<file path="config.mk">
export PLATFORM = sky130hd
export DESIGN_NAME = wrap_monitor
export DESIGN_NICKNAME = d
export VERILOG_FILES = /design/src/rtl/wrap_monitor_pkg.sv /design/src/rtl/wrap_step_cls.sv /design/src/rtl/wrap_monitor.sv
export SDC_FILE = /design/constraint.sdc
export NUM_CORES = 1
export LEC_CHECK = 0
export ABC_AREA = 1
export ABC_CLOCK_PERIOD_IN_PS = 2750
export CELL_PAD_IN_SITES_DETAIL_PLACEMENT = 0
export CELL_PAD_IN_SITES_GLOBAL_PLACEMENT = 1
export CORE_MARGIN = 2
export CORE_UTILIZATION = 37
export DETAILED_ROUTE_END_ITERATION = 8
export PLACE_DENSITY = 0.87
export REMOVE_ABC_BUFFERS = 1
export SYNTH_ARGS = -nofsm -noshare
export SYNTH_HDL_FRONTEND = slang
export SYNTH_SLANG_ARGS = --single-unit
</file>
<file path="constraint.sdc">
create_clock -name clk_i -period 2.75 [get_ports clk_i]
set_input_delay 0.55 -clock clk_i [delete_from_list [all_inputs] [get_ports clk_i]]
set_output_delay 0.55 -clock clk_i [all_outputs]
set_load 0.02 [all_outputs]
</file>
<file path="src/rtl/wrap_monitor_pkg.sv">
// rtl/wrap_monitor_pkg.sv - shared types and constants for the wrap monitor
package wrap_monitor_pkg;

  localparam int CNT_W = 4;

  typedef enum logic [2:0] {
    S_INIT = 3'd0,
    S_HOLD = 3'd1,
    S_UP   = 3'd2,
    S_DOWN = 3'd3,
    S_ERR  = 3'd4
  } state_e;

  typedef enum logic [1:0] {
    HOLD = 2'd0,
    UP   = 2'd1,
    DOWN = 2'd2,
    JUMP = 2'd3
  } step_e;

endpackage

</file>
<file path="src/rtl/wrap_step_cls.sv">
// rtl/wrap_step_cls.sv - classifies one counter step from previous and current sample
module wrap_step_cls
  import wrap_monitor_pkg::*;
(
  input  logic [CNT_W-1:0] prev,
  input  logic [CNT_W-1:0] cur,
  output step_e            cls
);

  logic [CNT_W-1:0] delta;

  // Modular difference: +1 is an up step, -1 (all ones) a down step
  always_comb begin
    delta = cur - prev;
    if (delta == '0) begin
      cls = HOLD;
    end else if (delta == CNT_W'(1)) begin
      cls = UP;
    end else if (delta == '1) begin
      cls = DOWN;
    end else begin
      cls = JUMP;
    end
  end

endmodule

</file>
<file path="src/rtl/wrap_monitor.sv">
// rtl/wrap_monitor.sv - tracks a 4-bit up/down counter and reports wraps and illegal jumps
module wrap_monitor
  import wrap_monitor_pkg::*;
#(
  parameter int WRAP_W = 8
) (
  input  logic              clk_i,
  input  logic              rst_ni,
  input  logic [CNT_W-1:0]  cnt_i,
  input  logic              clr_i,
  output logic              ovf_o,
  output logic              udf_o,
  output logic              dir_o,
  output logic [WRAP_W-1:0] wraps_o,
  output logic              err_o,
  output logic [2:0]        state_o
);

  state_e              state_q, state_d;
  logic [CNT_W-1:0]    prev_q;
  step_e               step;
  logic                ovf_q, ovf_d;
  logic                udf_q, udf_d;
  logic                dir_q, dir_d;
  logic                err_q, err_d;
  logic [WRAP_W-1:0]   wraps_q, wraps_d;
  logic                tracking;
  logic                wrap_up;
  logic                wrap_dn;

  wrap_step_cls u_cls (
    .prev (prev_q),
    .cur  (cnt_i),
    .cls  (step)
  );

  // Steps only count while prev_q is meaningful and no error is latched
  assign tracking = (state_q == S_HOLD) || (state_q == S_UP) || (state_q == S_DOWN);
  assign wrap_up  = tracking && (prev_q == '1) && (cnt_i == '0);
  assign wrap_dn  = tracking && (prev_q == '0) && (cnt_i == '1);

  // State register
  always_ff @(posedge clk_i or negedge rst_ni) begin
    if (!rst_ni) begin
      state_q <= S_INIT;
    end else begin
      state_q <= state_d;
    end
  end

  // Next state: clear dominates, error absorbs, otherwise follow the step class
  always_comb begin
    state_d = state_q;
    if (clr_i) begin
      state_d = S_INIT;
    end else begin
      case (state_q)
        S_INIT: state_d = S_HOLD;
        S_ERR:  state_d = S_ERR;
        S_HOLD, S_UP, S_DOWN: begin
          case (step)
            HOLD:    state_d = S_HOLD;
            UP:      state_d = S_UP;
            DOWN:    state_d = S_DOWN;
            default: state_d = S_ERR;
          endcase
        end
        default: state_d = S_INIT;
      endcase
    end
  end

  // Output next values: pulses, direction, saturating wrap count, error flag
  always_comb begin
    ovf_d   = wrap_up && !clr_i;
    udf_d   = wrap_dn && !clr_i;
    dir_d   = dir_q;
    wraps_d = wraps_q;
    err_d   = (state_d == S_ERR);
    if (tracking && !clr_i) begin
      if (step == UP) begin
        dir_d = 1'b1;
      end else if (step == DOWN) begin
        dir_d = 1'b0;
      end
    end
    if (clr_i) begin
      wraps_d = '0;
    end else if ((wrap_up || wrap_dn) && (wraps_q != '1)) begin
      wraps_d = wraps_q + WRAP_W'(1);
    end
  end

  // Output and sample registers; prev_q follows cnt_i on every edge
  always_ff @(posedge clk_i or negedge rst_ni) begin
    if (!rst_ni) begin
      prev_q  <= '0;
      ovf_q   <= 1'b0;
      udf_q   <= 1'b0;
      dir_q   <= 1'b1;
      wraps_q <= '0;
      err_q   <= 1'b0;
    end else begin
      prev_q  <= cnt_i;
      ovf_q   <= ovf_d;
      udf_q   <= udf_d;
      dir_q   <= dir_d;
      wraps_q <= wraps_d;
      err_q   <= err_d;
    end
  end

  assign ovf_o   = ovf_q;
  assign udf_o   = udf_q;
  assign dir_o   = dir_q;
  assign wraps_o = wraps_q;
  assign err_o   = err_q;
  assign state_o = state_q;

endmodule

</file>
==> impl_results.md <==
* R2R Setup Slk at 390 ps
* Core region area at 0.00281 mm²
* DRT Pass-1 Iters at 6
* Leakage power at 0.769 nW
* Clk slew on worst S/H paths at 110 ps
* Worst r2r src: prev_q[0]$_DFF_PN0_
* Worst Setup End Kind: register
* Clock latency on the worst-skew pair at 300 ps
* Post-route DRC at 1
* HP Start: dir_o$_DFFE_PN1P_
* # nets final at 184
* Antenna viol nets, final at 0
* Outcome: finished, violations left
* Avg WL per Cell at 11.8 µm
* Die Y at 58.8 µm
* Synth area leaders: dfrtp_1, nand2_1, nand3_1
* Core Util, Final at 0.530
* Crit-path max FO at 2
* Clock Root Buffer: clkbuf_4
* Period Utilization, post-route at 0.905
* Routed WL at 2360 µm
* Worst Setup SP: cnt_i[1]
* Initial antenna violation count at 0
* # setup viols final at 0
* Hold Fails Final Rpt at 0
* Avg Cell Area, Syn at 8.18 µm²
* Max-cap violations at 0
* Vias in the first global route at 1003
* Setup ws final at 260 ps
* First-pass GRT wire length at 4130 µm
* Crit path capture: err_o$_DFF_PN0_
* Gr usage total at 0.156
* Worst min path class: reg2reg
* Fraction of layout cells with a size suffix above 1 at 0.183
* Clk sinks at 19
* CTS buffer count at 3
* Ys Warns at 0
* Unique masters post-synth at 24
* Setup Skew at 2.34 ps
* Area fraction of the dominant cell type after synthesis at 0.405
* Post-Synthesis Cells at 136
* Die area at 0.00346 mm²
* Worst slew pin tran at 565 ps
* Placer Congestion at 0.839
* CTS tree: built
* Final Power at 0.000654 W
* Post-Place Worst Slack at -437 ps
* Final Max Tran Viols at 0
* Fill cells at 272
* Slew HR at 0.622
* Flops & latches, synth at 19
* Die X at 58.8 µm
* WP data arrival at 2680 ps
* Clock Path Buffers at 2
* Critical path class: in2reg
* Post-DR vias/cell at 4.92
* RSZ-0062 raised after global routing: no
* Port bufs at 21
* Hold Crit Depth at 2
* Failing checks: design-rule violations
* CTS HTree Levels at 1
* Worst VDD drop at 226 µV
* Crit Reg-Reg Endpoint: err_o$_DFF_PN0_
* Row count at 19
* Pin count of the biggest net entering global routing at 20
* Seq/Total Area, Yosys at 0.429
* Minimum clock period at 2490 ps
* # IOs at 22
* Initial Util at 0.397
* Area grow syn2layout at 33.6%
* CP Launch Type: input port
* DR vias at 983
* Fmax at 402 MHz
* Cell area after synthesis at 0.00111 mm²
* GR Overflow Total at 0
* Post-DP HPWL at 1740 µm
* Hold buffers post-CTS at 0
* Pwr dens at 440 mW/mm²
* Reg2Reg Depth at 13
* Worst EP required at 2940 ps
* DRT iter0 DRCs at 33
* # diodes at 0
* Synth area leader: dfrtp_1
==> stage by stage <==
stage	hold slack (ps)	cells	TNS, ps	cell area (µm²)
floorplan	254	135	0	1110
CTS	478	200	0	1470
global route	514	200	0	1490
finish	473	200	0	1490
detailed placement	462	195	-1280	1420
global placement	457	195	-828	1420
==> cell families after synthesis <==
kind of cell / count (synthesis) / share of synthesized area
flops: 19 / 0.429
compound gates: 5 / 0.0292
buf+inv: 21 / 0.0720
fa+ha+maj: 7 / 0.0855
simple gates: 80 / 0.353
xor+xnor: 4 / 0.0315
==> state kept, by name (all words and copies together) (netlist names) <==
| register | count |
|---|---|
| wraps_o | 8 |
| prev_q | 4 |
| state_o | 3 |
| dir_o | 1 |
| err_o | 1 |
| ovf_o | 1 |
| udf_o | 1 |
==> per-layer routing <==
layer	up-vias	part of all wire	global-route usage
met5	-	0	0
met4	0	0	0.0487
met3	0	0.045	0.0286
met2	25	0.51	0.284
met1	462	0.45	0.184
li1	496	-	-
==> Yosys cell counts <==
master / n
a21oi_1: 3
clkbuf_1: 1
clkinv_2: 1
dfrtp_1: 18
dfstp_2: 1
fa_1: 1
ha_1: 6
inv_1: 16
inv_2: 3
nand2_1: 35
nand2_2: 1
nand2_4: 2
nand3_1: 19
nand3_2: 1
nand4_1: 1
nor2_1: 10
nor2_2: 1
nor3_1: 4
nor3_2: 2
nor3_4: 1
nor3b_1: 2
o21ai_2: 2
or2_0: 1
xor2_1: 4
==> how the worst min path moves through the flow <==
stage / endpoint / slack, ps
final: dir_o$_DFFE_PN1P_ / 470
after floorplan: err_o$_DFF_PN0_ / 250
after global placement: dir_o$_DFFE_PN1P_ / 460
after global routing: prev_q[0]$_DFF_PN0_ / 510
after CTS: dir_o$_DFFE_PN1P_ / 480
after detailed placement: dir_o$_DFFE_PN1P_ / 460
==> placed cells by master, fill, tap and decap left out, types with 2 or more instances in the layout <==
| cell type | netlist | routed |
|---|---|---|
| dfrtp_1 | 18 | 18 |
| o21ai_2 | 2 | 2 |
| nor2_1 | 10 | 10 |
| clkbuf_4 | 0 | 3 |
| xor2_1 | 4 | 3 |
| inv_1 | 16 | 16 |
| a21oi_1 | 3 | 2 |
| inv_2 | 3 | 3 |
| ha_1 | 6 | 4 |
| nand3_1 | 19 | 19 |
| nand2_1 | 35 | 35 |
| nor3_1 | 4 | 4 |
| clkdlybuf4s50_1 | 0 | 20 |
| nor3_4 | 1 | 2 |
| buf_4 | 0 | 9 |
| nand2_4 | 2 | 2 |
| nor3b_1 | 2 | 2 |
==> timing repair <==
| action | 4_1_cts | 5_1_grt |
|---|---|---|
| gates resized for setup | 2 | 4 |
| setup endpoints to repair | 2 | 1 |
| gates cloned | 0 | 0 |
| endpoints found under the hold margin | 0 | 0 |
| buffers inserted | 1 | 0 |
| pin swaps | 1 | 4 |
==> critical path: stages <==
cell and delay (ps):
clkdlybuf4s50_1 470, inv_1 70, fa_1 450, or2_0 230, nor2_1 100, nand3_1 100
nand2_1 70, inv_1 70, buf_4 140, ha_1 160, nand2_1 70, a21oi_2 60
nand2_1 80, a21oi_1 40
==> power by group <==
part	total (W)	switching, W	internal [W]
clock	0.000145	0.0000889	0.0000564
combinational	0.000192	0.000106	0.0000859
sequential	0.000317	0.0000148	0.000302
==> final cells by class <==
| type | instances | area [µm²] | area share |
|---|---|---|---|
| Clock buffer | 4 | 26.3 | 0.0177 |
| Inverter | 20 | 76.3 | 0.0513 |
| Multi-Input combinational cell | 96 | 588 | 0.396 |
| Timing Repair Buffer | 30 | 280 | 0.189 |
| Tap cell | 31 | 38.8 | 0.0261 |
| Sequential cell | 19 | 477 | 0.321 |
(Power assumes the default switching activity.)
